File: config.mk
export PLATFORM = sky130hd
export DESIGN_NAME = ppl_blk_arb
export DESIGN_NICKNAME = d
export VERILOG_FILES = /design/src/rtl/ppl_pkg.sv /design/src/rtl/ppl_blk_tagpipe.sv /design/src/rtl/ppl_blk_arb.sv
export SDC_FILE = /design/constraint.sdc
export NUM_CORES = 1
export LEC_CHECK = 0
export ABC_AREA = 1
export CAP_MARGIN = 30
export CORE_MARGIN = 3
export CORE_UTILIZATION = 44
export CTS_CLUSTER_DIAMETER = 200
export DETAILED_ROUTE_END_ITERATION = 8
export PLACE_DENSITY = 0.85
export SLEW_MARGIN = 30
export SYNTH_ARGS = -nofsm -noshare
export SYNTH_HDL_FRONTEND = slang
export SYNTH_SLANG_ARGS = --single-unit
File: constraint.sdc
create_clock -name clk_ppl -period 3.6 [get_ports clk_ppl]
set_input_delay 0.54 -clock clk_ppl [delete_from_list [all_inputs] [get_ports clk_ppl]]
set_output_delay 0.54 -clock clk_ppl [all_outputs]
set_load 0.05 [all_outputs]
File: src/rtl/ppl_pkg.sv
// ppl_pkg: constants and types shared by the ray-pipeline block-map path.
// Tag encoding identifies the owner of an in-flight RAM read.
package ppl_pkg;

  localparam int PPL_ADDR_W = 15;
  localparam int PPL_DATA_W = 5;

  localparam logic [1:0] TAG_NONE = 2'd0;
  localparam logic [1:0] TAG_PPL  = 2'd1;
  localparam logic [1:0] TAG_ED   = 2'd2;
  localparam logic [1:0] TAG_COL  = 2'd3;

  // Which requester owns the RAM slot decided this cycle
  typedef enum logic [1:0] {
    GNT_NONE = 2'd0,
    GNT_PPL  = 2'd1,
    GNT_ED   = 2'd2,
    GNT_COL  = 2'd3
  } gnt_e;

  // Round-robin preference between the two secondary ports
  typedef enum logic {
    RR_ED  = 1'b0,
    RR_COL = 1'b1
  } rr_e;

  // Return tag for a grant; edit writes produce no read data.
  function automatic logic [1:0] grant_tag(input gnt_e gnt, input logic ed_we);
    logic [1:0] tag;
    case (gnt)
      GNT_PPL: tag = TAG_PPL;
      GNT_ED:  tag = ed_we ? TAG_NONE : TAG_ED;
      GNT_COL: tag = TAG_COL;
      default: tag = TAG_NONE;
    endcase
    return tag;
  endfunction

endpackage

File: src/rtl/ppl_blk_tagpipe.sv
// ppl_blk_tagpipe: RD_LAT+1 stage tag shift register that follows each RAM
// read to the cycle its data appears, then registers the data into the
// owning port. Non-owner rdata holds its last value.
module ppl_blk_tagpipe
  import ppl_pkg::*;
#(
  parameter int DATA_W = PPL_DATA_W,
  parameter int RD_LAT = 1
) (
  input  logic              clk_i,
  input  logic              rst_i,
  input  logic [1:0]        tag_i,
  input  logic [DATA_W-1:0] rdata_i,
  output logic              ppl_rvalid_o,
  output logic [DATA_W-1:0] ppl_rdata_o,
  output logic              ed_rvalid_o,
  output logic [DATA_W-1:0] ed_rdata_o,
  output logic              col_rvalid_o,
  output logic [DATA_W-1:0] col_rdata_o
);

  // Stage 0 is loaded on the same edge as ram_en; stage RD_LAT lines up
  // with valid ram_rdata.
  logic [RD_LAT:0][1:0] tag_q;
  logic [1:0]           ret_tag_s;

  logic                 ppl_rvalid_q, ppl_rvalid_d;
  logic                 ed_rvalid_q, ed_rvalid_d;
  logic                 col_rvalid_q, col_rvalid_d;
  logic [DATA_W-1:0]    ppl_rdata_q, ppl_rdata_d;
  logic [DATA_W-1:0]    ed_rdata_q, ed_rdata_d;
  logic [DATA_W-1:0]    col_rdata_q, col_rdata_d;

  assign ret_tag_s = tag_q[RD_LAT];

  // Shift tags toward the return stage; reset discards everything in flight
  always_ff @(posedge clk_i) begin
    if (rst_i) begin
      tag_q <= '0;
    end else begin
      tag_q <= {tag_q[RD_LAT-1:0], tag_i};
    end
  end

  // Demux returning RAM data to the owner named by the oldest tag
  always_comb begin
    ppl_rvalid_d = 1'b0;
    ed_rvalid_d  = 1'b0;
    col_rvalid_d = 1'b0;
    ppl_rdata_d  = ppl_rdata_q;
    ed_rdata_d   = ed_rdata_q;
    col_rdata_d  = col_rdata_q;
    case (ret_tag_s)
      TAG_PPL: begin
        ppl_rvalid_d = 1'b1;
        ppl_rdata_d  = rdata_i;
      end
      TAG_ED: begin
        ed_rvalid_d = 1'b1;
        ed_rdata_d  = rdata_i;
      end
      TAG_COL: begin
        col_rvalid_d = 1'b1;
        col_rdata_d  = rdata_i;
      end
      default: begin
        ppl_rvalid_d = 1'b0;
        ed_rvalid_d  = 1'b0;
        col_rvalid_d = 1'b0;
      end
    endcase
  end

  // Register the per-port return data and valid strobes
  always_ff @(posedge clk_i) begin
    if (rst_i) begin
      ppl_rvalid_q <= 1'b0;
      ed_rvalid_q  <= 1'b0;
      col_rvalid_q <= 1'b0;
      ppl_rdata_q  <= '0;
      ed_rdata_q   <= '0;
      col_rdata_q  <= '0;
    end else begin
      ppl_rvalid_q <= ppl_rvalid_d;
      ed_rvalid_q  <= ed_rvalid_d;
      col_rvalid_q <= col_rvalid_d;
      ppl_rdata_q  <= ppl_rdata_d;
      ed_rdata_q   <= ed_rdata_d;
      col_rdata_q  <= col_rdata_d;
    end
  end

  assign ppl_rvalid_o = ppl_rvalid_q;
  assign ppl_rdata_o  = ppl_rdata_q;
  assign ed_rvalid_o  = ed_rvalid_q;
  assign ed_rdata_o   = ed_rdata_q;
  assign col_rvalid_o = col_rvalid_q;
  assign col_rdata_o  = col_rdata_q;

endmodule

File: src/rtl/ppl_blk_arb.sv
// ppl_blk_arb: single-port block-map RAM arbiter. The ray pipeline always
// wins; edit and collision ports share idle slots round-robin. Reads return
// on a fixed RD_LAT+2 cycle tagged path.
// Optional build macro PPL_BLK_ARB_WRITE_LOCK_EN: edit writes are held off
// while frame_busy=1 (reads unaffected); otherwise frame_busy is ignored.
module ppl_blk_arb
  import ppl_pkg::*;
#(
  parameter int ADDR_W     = PPL_ADDR_W,
  parameter int DATA_W     = PPL_DATA_W,
  parameter int RD_LAT     = 1,
  parameter int STARVE_MAX = 64
) (
  input  logic              clk_ppl,
  input  logic              rst,
  input  logic              ppl_req,
  input  logic [ADDR_W-1:0] ppl_addr,
  output logic              ppl_rvalid,
  output logic [DATA_W-1:0] ppl_rdata,
  input  logic              ed_req,
  input  logic              ed_we,
  input  logic [ADDR_W-1:0] ed_addr,
  input  logic [DATA_W-1:0] ed_wdata,
  output logic              ed_ack,
  output logic              ed_rvalid,
  output logic [DATA_W-1:0] ed_rdata,
  input  logic              col_req,
  input  logic [ADDR_W-1:0] col_addr,
  output logic              col_ack,
  output logic              col_rvalid,
  output logic [DATA_W-1:0] col_rdata,
  input  logic              frame_busy,
  output logic              ram_en,
  output logic              ram_we,
  output logic [ADDR_W-1:0] ram_addr,
  output logic [DATA_W-1:0] ram_wdata,
  input  logic [DATA_W-1:0] ram_rdata,
  output logic              starve_flag
);

  localparam int              CNT_W      = $clog2(STARVE_MAX + 1);
  localparam logic [CNT_W-1:0] STARVE_LIM = CNT_W'(STARVE_MAX);
  localparam logic [CNT_W-1:0] CNT_ONE    = CNT_W'(1);

  logic              ed_lock_s;
  logic              ed_elig_s;
  logic              col_elig_s;
  gnt_e              gnt_s;
  logic [1:0]        tag_d;

  rr_e               rr_q, rr_d;
  logic [CNT_W-1:0]  starve_cnt_q, starve_cnt_d;
  logic              starve_q, starve_d;

  logic              ram_en_q, ram_en_d;
  logic              ram_we_q, ram_we_d;
  logic [ADDR_W-1:0] ram_addr_q, ram_addr_d;
  logic [DATA_W-1:0] ram_wdata_q, ram_wdata_d;
  logic              ed_ack_q, ed_ack_d;
  logic              col_ack_q, col_ack_d;

`ifdef PPL_BLK_ARB_WRITE_LOCK_EN
  // No edit writes land while a frame is being rendered
  assign ed_lock_s = ed_we & frame_busy;
`else
  logic frame_busy_unused;
  assign frame_busy_unused = frame_busy;
  assign ed_lock_s         = 1'b0;
`endif

  // A port whose ack is high this cycle is still holding the request it was
  // just granted, so it must not be issued a second time.
  assign ed_elig_s  = ed_req & ~ed_ack_q & ~ed_lock_s;
  assign col_elig_s = col_req & ~col_ack_q;

  // Grant decision: pipeline first, then round-robin between edit and probe
  always_comb begin
    gnt_s = GNT_NONE;
    rr_d  = rr_q;
    if (ppl_req) begin
      gnt_s = GNT_PPL;
    end else if (ed_elig_s && col_elig_s) begin
      if (rr_q == RR_ED) begin
        gnt_s = GNT_ED;
        rr_d  = RR_COL;
      end else begin
        gnt_s = GNT_COL;
        rr_d  = RR_ED;
      end
    end else if (ed_elig_s) begin
      gnt_s = GNT_ED;
    end else if (col_elig_s) begin
      gnt_s = GNT_COL;
    end else begin
      gnt_s = GNT_NONE;
    end
  end

  // Starvation: count pipeline-blocked cycles with a secondary waiting,
  // cleared once a secondary request actually issues
  always_comb begin
    starve_cnt_d = starve_cnt_q;
    if (ed_ack_q || col_ack_q) begin
      starve_cnt_d = '0;
    end else if (ppl_req && (ed_elig_s || col_elig_s) && (starve_cnt_q < STARVE_LIM)) begin
      starve_cnt_d = starve_cnt_q + CNT_ONE;
    end else begin
      starve_cnt_d = starve_cnt_q;
    end
    starve_d = (starve_cnt_d == STARVE_LIM);
  end

  // Next-cycle RAM command, acks and return tag for the granted port
  always_comb begin
    ram_en_d    = 1'b0;
    ram_we_d    = 1'b0;
    ram_addr_d  = '0;
    ram_wdata_d = '0;
    ed_ack_d    = 1'b0;
    col_ack_d   = 1'b0;
    case (gnt_s)
      GNT_PPL: begin
        ram_en_d   = 1'b1;
        ram_addr_d = ppl_addr;
      end
      GNT_ED: begin
        ram_en_d    = 1'b1;
        ram_we_d    = ed_we;
        ram_addr_d  = ed_addr;
        ram_wdata_d = ed_we ? ed_wdata : '0;
        ed_ack_d    = 1'b1;
      end
      GNT_COL: begin
        ram_en_d   = 1'b1;
        ram_addr_d = col_addr;
        col_ack_d  = 1'b1;
      end
      default: begin
        ram_en_d = 1'b0;
      end
    endcase
    tag_d = grant_tag(gnt_s, ed_we);
  end

  // Arbiter state and registered outputs
  always_ff @(posedge clk_ppl) begin
    if (rst) begin
      rr_q         <= RR_ED;
      starve_cnt_q <= '0;
      starve_q     <= 1'b0;
      ram_en_q     <= 1'b0;
      ram_we_q     <= 1'b0;
      ram_addr_q   <= '0;
      ram_wdata_q  <= '0;
      ed_ack_q     <= 1'b0;
      col_ack_q    <= 1'b0;
    end else begin
      rr_q         <= rr_d;
      starve_cnt_q <= starve_cnt_d;
      starve_q     <= starve_d;
      ram_en_q     <= ram_en_d;
      ram_we_q     <= ram_we_d;
      ram_addr_q   <= ram_addr_d;
      ram_wdata_q  <= ram_wdata_d;
      ed_ack_q     <= ed_ack_d;
      col_ack_q    <= col_ack_d;
    end
  end

  ppl_blk_tagpipe #(
    .DATA_W(DATA_W),
    .RD_LAT(RD_LAT)
  ) u_tagpipe (
    .clk_i       (clk_ppl),
    .rst_i       (rst),
    .tag_i       (tag_d),
    .rdata_i     (ram_rdata),
    .ppl_rvalid_o(ppl_rvalid),
    .ppl_rdata_o (ppl_rdata),
    .ed_rvalid_o (ed_rvalid),
    .ed_rdata_o  (ed_rdata),
    .col_rvalid_o(col_rvalid),
    .col_rdata_o (col_rdata)
  );

  assign ram_en      = ram_en_q;
  assign ram_we      = ram_we_q;
  assign ram_addr    = ram_addr_q;
  assign ram_wdata   = ram_wdata_q;
  assign ed_ack      = ed_ack_q;
  assign col_ack     = col_ack_q;
  assign starve_flag = starve_q;

endmodule

Word-level counts from Yosys, hierarchy flattened
Index checks and enable logic that the tools add are counted.
{"block": "totals", "register_bits": 55, "in_bits": 62, "output_inout_bits": 43}
{"block": "op_classes", "n_addsub": 1, "order_cmp": 1, "eq_ne": 7, "muxes": 17, "n_bitwise": 7, "n_reduce_logical": 9}
{"operator": "15-bit one-hot mux with 3 select lines", "count": 1}
{"operator": "7-bit 2-to-1 mux", "count": 2}
{"operator": "2-bit 2-to-1 mux", "count": 5}
{"operator": "2-bit equality test, second input constant", "count": 4}
{"operator": "1-bit 2-to-1 mux", "count": 8}
{"operator": "7-bit by 1-bit adder with 7-bit output, second input constant", "count": 1}
{"operator": "7-bit equality test, second input constant", "count": 1}
{"operator": "7-bit < comparator, second input constant", "count": 1}
{"operator": "2-bit one-hot mux with 3 select lines", "count": 1}
{"operator": "3-bit OR reduction", "count": 2}
{"operator": "1-bit NOT", "count": 5}
{"operator": "2-bit by 1-bit equality test with 1-bit output, second input constant", "count": 2}
{"operator": "1-bit logical AND", "count": 3}
{"operator": "1-bit AND", "count": 2}
{"operator": "1-bit logical OR", "count": 2}
{"operator": "2-bit AND reduction", "count": 1}
{"operator": "2-bit OR reduction", "count": 1}

Longest topological paths before layout
Gate-level depths: netlist of run 1.
{"block": "logic_depth", "word_depth": 9, "ltp_mapped": 10, "depth_no_buf": 10}

By module
Synthesis of run 1 repeated with hierarchy kept, for this count alone.
{"block": "hier_totals", "cells_unflattened": 307, "area_unflattened_um2": 2312.2}
{"mod": "ppl_blk_arb", "instances": 1, "cells_each": 205, "area_per_inst_um2": 1514.0, "seq_area_each_um2": 660.6}
{"mod": "ppl_blk_tagpipe", "instances": 1, "cells_each": 102, "area_per_inst_um2": 798.3, "seq_area_each_um2": 440.4}

Worst setup path after synthesis of run 1
No wires, ideal clock.
{"block": "synth_timing", "kind": "reg2reg", "start": "register ed_ack_q, in the netlist ed_ack", "end": "register ram_addr_q[10], in the netlist ram_addr[10]", "setup_ps": 123, "t_arrival_ps": 1424, "required_ps": 3477, "setup_slack_ps": 2053, "stages_incl_launch_ff": 7, "path_cell_list": "dfxtp_1 > inv_2 > nand2_2 > nand2_4 > o21ai_4 > buf_4 > a31oi_2"}
{"block": "synth_via", "elab_chain_len": 7, "word_cells_on_any_way": 10, "classes_between": "3 x eq/ne; 4 x mux; 2 x bitwise; 1 x reduce/logical"}
{"item": "start: declaration", "line_no": "ppl_blk_arb.sv:59", "source": "logic ed_ack_q, ed_ack_d;"}
{"item": "start signal: assignment", "line_no": "ppl_blk_arb.sv:165", "source": "ed_ack_q <= ed_ack_d;"}
{"item": "1-bit NOT (*)", "line_no": "ppl_blk_arb.sv:73", "source": "assign ed_elig_s = ed_req & ~ed_ack_q & ~ed_lock_s;"}
{"item": "1-bit AND (*)", "line_no": "ppl_blk_arb.sv:73"}
{"item": "2-bit 2-to-1 mux / 1-bit logical AND (equally long branches)", "line_no": "ppl_blk_arb.sv:90, ppl_blk_arb.sv:82"}
{"item": "2-bit 2-to-1 mux (*)", "line_no": "ppl_blk_arb.sv:82", "source": "end else if (ed_elig_s && col_elig_s) begin"}
{"item": "2-bit 2-to-1 mux (*)", "line_no": "ppl_blk_arb.sv:80", "source": "if (ppl_req) begin"}
{"item": "2-bit equality test / 2-bit by 1-bit equality test with 1-bit output (equally long branches)", "line_no": "ppl_blk_arb.sv:121", "source": "case (gnt_s)"}
{"item": "15-bit one-hot mux with 3 select lines (*)", "line_no": "ppl_blk_arb.sv:121"}
{"item": "end signal: assignment", "line_no": "ppl_blk_arb.sv:163", "source": "ram_addr_q <= ram_addr_d;"}
{"item": "end: declaration", "line_no": "ppl_blk_arb.sv:57", "source": "logic [ADDR_W-1:0] ram_addr_q, ram_addr_d;"}
Every way passes the cells marked *; elsewhere a longest branch is shown, timed or not.
A chain may end at the register's enable or synchronous reset.

Worst setup path in the final report of run 1
{"block": "layout_timing", "start": "register col_ack_q, in the netlist col_ack", "end": "output col_ack"}
{"item": "start: declaration", "line_no": "ppl_blk_arb.sv:60", "source": "logic col_ack_q, col_ack_d;"}
{"item": "start signal: assignment", "line_no": "ppl_blk_arb.sv:166", "source": "col_ack_q <= col_ack_d;"}
{"item": "end: declaration", "line_no": "ppl_blk_arb.sv:29", "source": "output logic col_ack,"}
No word-level cell between the ends.

==> key figures, run 1 <==
Status
  – Status: completed

Global route
  – Grt total ovfl: 0
  – Vias in the first global route: 2062
  – Overall routing resource usage: 18.9%
  – Initial antenna violation count: 0
  – First-pass GRT wire length: 9110 um
  – Pin count of the biggest net entering global routing: 20

STA
  – Max Fclk: 0.482 GHz
  – Worst Max-Slew Pin Slew: 0.663 ns
  – Total Neg Setup Slack: 0 ns
  – Final Critical Period: 2.07 ns
  – Setup violation total in the final timing report: 0
  – Clock skew: 0.00456 ns
  – WHS: between 0.4 and 0.5 ns
  – Fin. max-slew vios: 0
  – Final Hold Fails: 0
  – Worst slew margin: a little under three fifths
  – RSZ-0062 raised after global routing: false
  – Tcrit/Tclk final: 57.6%

Yosys
  – Synth Warn #: 0
  – #FFs+latches synth: 55
  – Top cells by area, synth: dfxtp_1 48%, nor2_1 8.8%, nand2_1 7.9%, nand3_1 5.7%, a31oi_2 5.5%
  – Most common cell in the netlist: dfxtp_1
  – Register area share after synthesis: 48.0%
  – Net Count, Synth: 349
  – Synth async-reset ratio: 0%
  – Synth Flop Type: dfxtp_1
  – Number of enable flip-flop cells after synthesis: 0
  – Share of the synthesized area in the top cell type: 48.0%
  – Distinct cells, synth: 27
  – Mapped Area: 2290 um2
  – Syn Area/Cell: 8.02 um2
  – Synth cell count leaders: 55 x dfxtp_1, 54 x nor2_1, 48 x nand2_1
  – Synth Instances: between 200 and 300
  – Top cell type by total area after synthesis: dfxtp_1

Final layout
  – Layout cells sized above 1: 12.1%
  – Area of the multi-input gates: 1010 um2
  – Final Cell Area: 3470 um2
  – Reg area: approximately 1100 um2
  – Area grow syn2layout: 51.1%
  – Filler cells: 400
  – Number of diodes: 0
  – Nets: 453

Clock network
  – Postcts setup bufs: 0
  – CTS clk-pin slew, worst paths: 0.09 ns
  – Num CTS Buffers: 5
  – CTS tree: built
  – PostCTS Resize Cnt: 0
  – CTS max path bufs: 2
  – H-tree depth: 2
  – Root Driver: clkbuf_8
  – Hold Buf Count CTS: 0
  – Clock Latency Late Sink: roughly 0.30 ns
  – CTS Sinks: 55

Critical path
  – Crit. End Element: primary output
  – Critical path class: flip-flop to primary output
  – Worst path cell trace: clkdlybuf4s50_1
  – Critical-path top delay cell: clkdlybuf4s50_1
  – Req. time, crit path: 3.06 ns
  – CP max stage delay: between 0.8 and 0.9 ns
  – Crit start category: flip-flop
  – Top Family by Delay on Critical Path: buffers and inverters
  – WP buf/inv: 1
  – CP Max Fanout: 3
  – Critical Path AT: approximately 1.5 ns

Die
  – Die Height: 78.2 um
  – Number of I/O pins: 105
  – Initial Util: 47.0%
  – Core area: 4880 um2
  – Site Rows: 25
  – Die ar.: 6120 um2
  – Die Wd: 78.2 um

Placement
  – Final HPWL DP: 4420 um
  – Port-buffer cells: 103
  – Gpl congestion: 0.855
  – Post-DP Area: 3360 um2

Routing
  – Detailed-route DRC error count: 0
  – Initial DRC Count: 45
  – DR pass1 iterations: 4
  – DRT antenna net count: 0
  – Final WL: ~5600 um
  – Via density: 4.82
  – Vias: 2204
  – Wire per inst: 12.3 um

Pwr
  – Clk network pwr share: 29.3%
  – Switching Power: 0.384 mW
  – Power Dens Cells: between 300 and 400 nW/um2
  – Combinational share of power: between 20% and 30%
  – Power Internal: 0.969 mW
  – Register share of total power: 47.9%
  – Max IR drop VDD: around 220 uV
  – Sw Ratio: ~28%
  – Static Leak: ~1.4 nW

Run
  – Max-cap violations: 0

Hold path
  – Hold Path Class: flip-flop to flip-flop
-- flip-flops by register name (all words and copies together), names as in the netlist --
signal,flops
ram_addr,15
starve_cnt_q,7
ram_wdata,5
u_tagpipe.col_rdata_o,5
u_tagpipe.ed_rdata_o,5
u_tagpipe.ppl_rdata_o,5
u_tagpipe.ret_tag_s,2
u_tagpipe.tag_q,2
col_ack,1
ed_ack,1
ram_en,1
ram_we,1
rr_q,1
starve_flag,1
u_tagpipe.col_rvalid_o,1
u_tagpipe.ed_rvalid_o,1
u_tagpipe.ppl_rvalid_o,1
-- worst reg2reg max path: cells and delay by family, from the launching register on --
kind	cells	cell delay (ns)
compound gates	1	0.22
buf+inv	1	0.06
flops	1	0.35
simple gates	3	0.81
-- power groups by stage --
stage                     Combinational, mW  Sequential, mW  Clock [mW]
after floorplan                       0.103           0.739           0
after global placement                0.306           0.661           0
after detailed placement              0.310           0.662           0
after CTS                             0.311           0.648       0.402
after global routing                  0.330           0.651       0.428
final                                 0.309           0.647       0.396
-- metrics by stage --
| step | worst slack (ns) | std cells | power [mW] | utilization (%) |
|---|---|---|---|---|
| 6_report | 1.53 | 457 | 1.35 | 71.1 |
| 3_5_place_dp | 1.23 | 450 | 0.972 | 68.9 |
| 4_1_cts | 1.52 | 457 | 1.36 | 71.1 |
| 3_3_place_gp | 1.23 | 450 | 0.967 | 68.9 |
| 2_1_floorplan | 2.05 | 286 | 0.843 | - |
| 5_1_grt | 1.35 | 457 | 1.41 | 71.1 |
-- final cells by class --
type	count	share of cell area, %
clock buffers	5	1.98
clock inverters	2	1.08
inverters	32	3.54
multi-input cells	191	29.1
flip-flops and latches	55	31.7
well taps	67	2.42
repair buffers	105	30.2
-- logic make-up (layout without fill, tap and decap cells) --
group           count (synthesis)  in the layout  synth area share (%)
fa+ha+maj                       1              1                 0.545
simple gates                  152            152                  30.9
buf+inv                        40            144                  8.07
compound gates                 38             38                  12.5
flops                          55             55                  48.0
-- worst paths after layout --
check | cells after the start | start | to | slack, ns
max | 1 | col_ack | col_ack | 1.53
min | 2 | u_tagpipe.tag_q[0] | u_tagpipe.ret_tag_s[0] | 0.41
max reg2reg | 5 | col_ack | ram_addr[8] | 2.10
min reg2reg | 2 | u_tagpipe.tag_q[0] | u_tagpipe.ret_tag_s[0] | 0.41
-- routing by layer --
metal | GRT usage [%] | vias to the layer above | wire length [um]
met2 | 34.2 | 82 | 2830
met5 | 0 | - | 0
li1 | - | 1118 | -
met3 | 4.13 | 9 | 356
met4 | 7.52 | 0 | 88
met1 | 21.4 | 995 | 2360
-- placed cells by master, fill, tap and decap left out --
cell type,n
nand2_2,13
nor2_2,1
nand4_1,3
clkbuf_8,5
nand3b_4,1
o21ai_1,1
a21oi_1,4
nand3_1,26
buf_4,2
clkinvlp_4,1
a31oi_2,10
o21ai_4,1
nand2_4,4
dfxtp_1,55
nand2_1,48
o21ai_0,16
inv_1,26
clkdlybuf4s50_1,103
nor2_1,54
bufinv_16,1
ha_1,1
a31oi_1,5
a21oi_2,1
inv_2,5
nor2_8,1
nor3_1,1
inv_4,1
Note: power is estimated with default switching activity, not from simulation.
==> run 2: changes to the inputs <==
Settings changed: CORE_UTILIZATION 44 to 37, PLACE_DENSITY 0.85 to 0.77.
Clock period 3.6 ns to 1.7 ns, I/O delays scaled along.
==> key figures, run 2 (synthesis results as in run 1) <==
STA
  – Tcrit/Tclk final: 84.6%
  – WHS: slightly above 0.4 ns
  – Clock skew: 0.00567 ns
  – Final Critical Period: between 1 and 1.5 ns
  – Setup violation total in the final timing report: 0
  – Max Fclk: 0.695 GHz
  – Fin. max-slew vios: 0
  – Total Neg Setup Slack: 0 ns
  – Worst Max-Slew Pin Slew: 0.503 ns
  – Final Hold Fails: 0
  – RSZ-0062 raised after global routing: false
  – Worst slew margin: 66.4%

Final layout
  – Nets: about 460
  – Filler cells: 573
  – Max reg flops: 15
  – Most common cell after layout, fill and taps aside: clkdlybuf4s50_1
  – Number of diodes: 0
  – Final Cell Area: 3440 um2
  – Area grow syn2layout: 49.9%
  – Layout cells sized above 1: 24.3%
  – Reg area: 1100 um2
  – Area of the multi-input gates: 1010 um2
  – Commonest cells after routing, fill and taps aside: 60 x clkdlybuf4s50_1, 55 x dfxtp_1, 54 x nor2_1

Routing
  – Final WL: 5680 um
  – Wire per inst: between 10 and 15 um
  – Detailed-route DRC error count: 0
  – Via density: 4.68
  – DR pass1 iterations: 4
  – DRT antenna net count: 0
  – Vias: 2218
  – Initial DRC Count: 96

Global route
  – Vias in the first global route: 2086
  – Overall routing resource usage: 16.0%
  – Pin count of the biggest net entering global routing: 20
  – Initial antenna violation count: 0
  – First-pass GRT wire length: 9130 um
  – Grt total ovfl: 0

Critical path
  – Critical path class: flip-flop to flip-flop
  – CP Max Fanout: 5
  – Crit. End Element: flip-flop
  – Reg2reg path depth: 10
  – Crit start category: flip-flop
  – Critical Path AT: 1.65 ns
  – Worst flop-to-flop path endpoint: starve_flag
  – Req. time, crit path: roughly 1.9 ns
  – Worst R2R Start: starve_cnt_q[0]
  – FF-to-FF setup slack: roughly 0.26 ns

Placement
  – Final HPWL DP: 4530 um
  – Gpl congestion: 0.836
  – Port-buffer cells: roughly 100
  – Post-DP Area: 3340 um2

Clock network
  – CTS max path bufs: 2
  – Hold Buf Count CTS: 0
  – Num CTS Buffers: 5
  – Postcts setup bufs: 0
  – CTS tree: built
  – Root Driver: clkbuf_8
  – CTS clk-pin slew, worst paths: 0.10 ns
  – H-tree depth: 2
  – Clock Latency Late Sink: around 0.31 ns
  – CTS Sinks: 55

Die
  – Site Rows: 28
  – Number of I/O pins: between 100 and 150
  – Die Height: 84.8 um
  – Die ar.: 7180 um2
  – Initial Util: 38.5%
  – Die Wd: 84.8 um
  – Core area: 5960 um2

Run
  – Max-cap violations: 0

Hold path
  – Hold Path Class: flip-flop to flip-flop
  – Hold depth: 2
  – Hold Startpoint: u_tagpipe.tag_q[1]
  – Worst hold endpoint: u_tagpipe.ret_tag_s[1]

Pwr
  – Max IR drop VDD: 331 uV
  – Static Leak: 1.53 nW
  – Power Dens Cells: just over 800 nW/um2

Status
  – Status: completed
run 2: critical path, cell delays in order (launching register included):
cell	delay [ns]
dfxtp_1	0.42
ha_1	0.19
inv_1	0.05
nor2_1	0.20
nand3_1	0.11
nand2_1	0.07
inv_1	0.05
nor2_1	0.10
nor2_1	0.06
nand2_1	0.06
nor2_1	0.03
run 2: final cells by class:
cell class	count	area share (%)
Sequential cell	55	32.0
Timing Repair Buffer	113	29.6
Clock inverter	3	0.800
Multi-Input combinational cell	191	29.3
Clock buffer	5	2.00
Tap cell	75	2.73
Inverter	32	3.56
run 2: per-layer routing:
layer  track usage (%)  routed length (um)  vias to the layer above  share of wire [%]
li1                  -                   -                     1140                  -
met4              5.32                  93                        0                1.6
met5                 0                   0                        -                  0
met3              6.58                 522                        8                9.2
met2              29.0                2860                       77                 50
met1              16.7                2200                      993                 39
run 2: where the power goes:
part / switching [mW] / internal (mW) / total, mW
clock network: 0.449 / 0.303 / 0.752
registers: 0.0265 / 1.35 / 1.37
logic: 0.381 / 0.277 / 0.658
run 2: through the flow:
| step | power [mW] | utilization [%] | setup WS (ns) | instances |
|---|---|---|---|---|
| 2_1_floorplan | 1.78 | - | 0.153 | 286 |
| 3_3_place_gp | 2.06 | 56.1 | 0.0283 | 466 |
| 3_5_place_dp | 2.07 | 56.1 | 0.00156 | 466 |
| 4_1_cts | 2.82 | 57.7 | 0.00197 | 474 |
| 5_1_grt | 2.92 | 57.8 | 0.142 | 474 |
| 6_report | 2.78 | 57.8 | 0.262 | 474 |
run 2: worst max path at each step:
stage	startpoint	end	slack (ns)
after floorplan	ed_ack	ram_addr[10]	0.15
after global placement	ppl_req	starve_flag	0.03
after detailed placement	ppl_req	starve_flag	0.002
after CTS	ram_addr[9]	ram_addr[9]	0.002
after global routing	starve_cnt_q[0]	starve_flag	0.14
final	starve_cnt_q[0]	starve_flag	0.26
run 2: what timing repair did:
action                                  in CTS  in global routing
endpoints found under the setup margin       1                  1
cloned                                       0                  0
hold endpoints to repair                     0                  0
gates resized for setup                      1                  1
pin swaps                                    0                  0
==> run 3: changes to the inputs <==
Settings changed: CORE_UTILIZATION 37 to 41, PLACE_DENSITY 0.77 to 0.8.
Clock period 1.7 ns to 1.34 ns, I/O delays scaled along.
==> key figures, run 3 (synthesis results as in run 1) <==
Status
  – Status: completed

Critical path
  – Worst Setup EP: starve_flag
  – Worst R2R Start: starve_cnt_q[1]
  – CP Max Fanout: 3
  – FF-to-FF setup slack: 0.06 ns
  – Critical Path Source: starve_cnt_q[1]
  – Req. time, crit path: 1.59 ns
  – Critical Path AT: around 1.5 ns
  – Crit start category: flip-flop
  – Critical path class: flip-flop to flip-flop
  – Reg2reg path depth: 8
  – Crit. End Element: flip-flop
  – Worst flop-to-flop path endpoint: starve_flag

Clock network
  – CTS max path bufs: 2
  – Root Driver: clkbuf_8
  – H-tree depth: 2
  – Clock Latency Late Sink: 0.31 ns
  – CTS Sinks: 55
  – Hold Buf Count CTS: 0
  – CTS clk-pin slew, worst paths: ~0.1 ns
  – Num CTS Buffers: 5
  – CTS tree: built

Final layout
  – Layout cells sized above 1: between 30% and 40%
  – Most common cell after layout, fill and taps aside: clkdlybuf4s50_1
  – Max reg flops: 15
  – Final Cell Area: 4170 um2
  – Area grow syn2layout: 81.6%
  – Finished Layout Cells: 483
  – Commonest cells after routing, fill and taps aside: 58 x clkdlybuf4s50_1, 51 x nor2_1, 49 x dfxtp_1
  – Nets: roughly 480
  – Number of diodes: 0

Die
  – Core area: approximately 5300 um2
  – Initial Util: 43.5%
  – Die Height: 80.8 um
  – Die Wd: around 80 um
  – Die ar.: 6530 um2
  – Site Rows: 26
  – Number of I/O pins: 105

Pwr
  – Static Leak: between 1.5 and 2 nW
  – Max IR drop VDD: 597 uV
  – Power Dens Cells: 928 nW/um2

Global route
  – Overall routing resource usage: between 20% and 30%
  – First-pass GRT wire length: 10400 um
  – Vias in the first global route: about 2300
  – Grt total ovfl: 0
  – Initial antenna violation count: 0
  – Pin count of the biggest net entering global routing: 17

STA
  – Final Hold Fails: 0
  – Clock skew: 0.00810 ns
  – Setup violation total in the final timing report: 0
  – Worst Max-Slew Pin Slew: about 0.23 ns
  – Worst slew margin: 84.3%
  – Fin. max-slew vios: 0
  – Max Fclk: 0.782 GHz
  – Final Critical Period: 1.28 ns
  – Tcrit/Tclk final: 95.4%

Routing
  – Vias: roughly 2400
  – Detailed-route DRC error count: 0
  – DR pass1 iterations: 4
  – Final WL: 6660 um
  – Wire per inst: 13.8 um
  – DRT antenna net count: 0
  – Via density: 4.89
  – Initial DRC Count: 86

Placement
  – Gpl congestion: 0.878
  – Port-buffer cells: between 100 and 150
  – Placed Instances: 470
  – Post-DP Area: 3940 um2
  – Final HPWL DP: 5140 um

Hold path
  – Hold Path Class: input port to flip-flop

Run
  – Max-cap violations: 0
[run 3: metal layers]
layer	vias to the layer above	global-route usage [%]	part of all wire, %
met1	1086	22.1	37
met2	92	38.1	54
li1	1172	-	-
met4	0	7.26	1.7
met3	10	6.10	7.5
met5	-	0	0
[run 3: through the flow]
stage               utilization (%)  power, mW  setup WS, ns  hold slack (ns)  setup TNS (ns)
floorplan                         -       2.26       0.00261            0.270               0
finish                         79.1       3.87        0.0618            0.364               0
global placement               74.8       2.81        -0.258            0.397           -5.88
global route                   79.1       4.02       -0.0343            0.409         -0.0406
detailed placement             74.8       2.84        -0.337            0.398           -7.39
CTS                            77.5       3.85        0.0400            0.411               0
[run 3: final cells by class]
type,instances,area [um2]
Multi-Input combinational cell,192,1050
Clock inverter,1,7.51
Inverter,32,125
Sequential cell,55,1110
Fill cell,334,1100
Clock buffer,6,93.8
Timing Repair Buffer,127,1680
Tap cell,70,87.6
[run 3: where the power goes]
| part | switching (mW) | total, mW | internal, mW |
|---|---|---|---|
| combinational | 0.521 | 1.08 | 0.557 |
| clock | 0.541 | 1.01 | 0.472 |
| sequential | 0.0665 | 1.77 | 1.71 |
| total | 1.13 | 3.87 | 2.74 |
[run 3: timing repair]
item	4_1_cts	5_1_grt
gates resized for setup	1	17
pin swaps	1	9
cloned	0	1
endpoints found under the setup margin	4	18
buffers inserted	2	3
[run 3: how the worst min path moves through the flow]
stage | startpoint | to | slack, ns | cells past startpoint
after global routing | ed_req | rr_q | 0.41 | 4
after global placement | u_tagpipe.tag_q[1] | u_tagpipe.ret_tag_s[1] | 0.40 | 2
final | ed_req | rr_q | 0.36 | 4
after CTS | u_tagpipe.tag_q[0] | u_tagpipe.ret_tag_s[0] | 0.41 | 2
after detailed placement | u_tagpipe.tag_q[0] | u_tagpipe.ret_tag_s[0] | 0.40 | 2
after floorplan | rst | u_tagpipe.tag_q[0] | 0.27 | 1
[run 3: worst max-delay path, stage by stage (launching register included)]
cell,delay [ns]
dfxtp_2,0.36
buf_4,0.11
buf_4,0.10
nand3_1,0.09
nor2_1,0.17
nand3_1,0.12
nand3_1,0.11
nand3_1,0.08
nor2_1,0.08
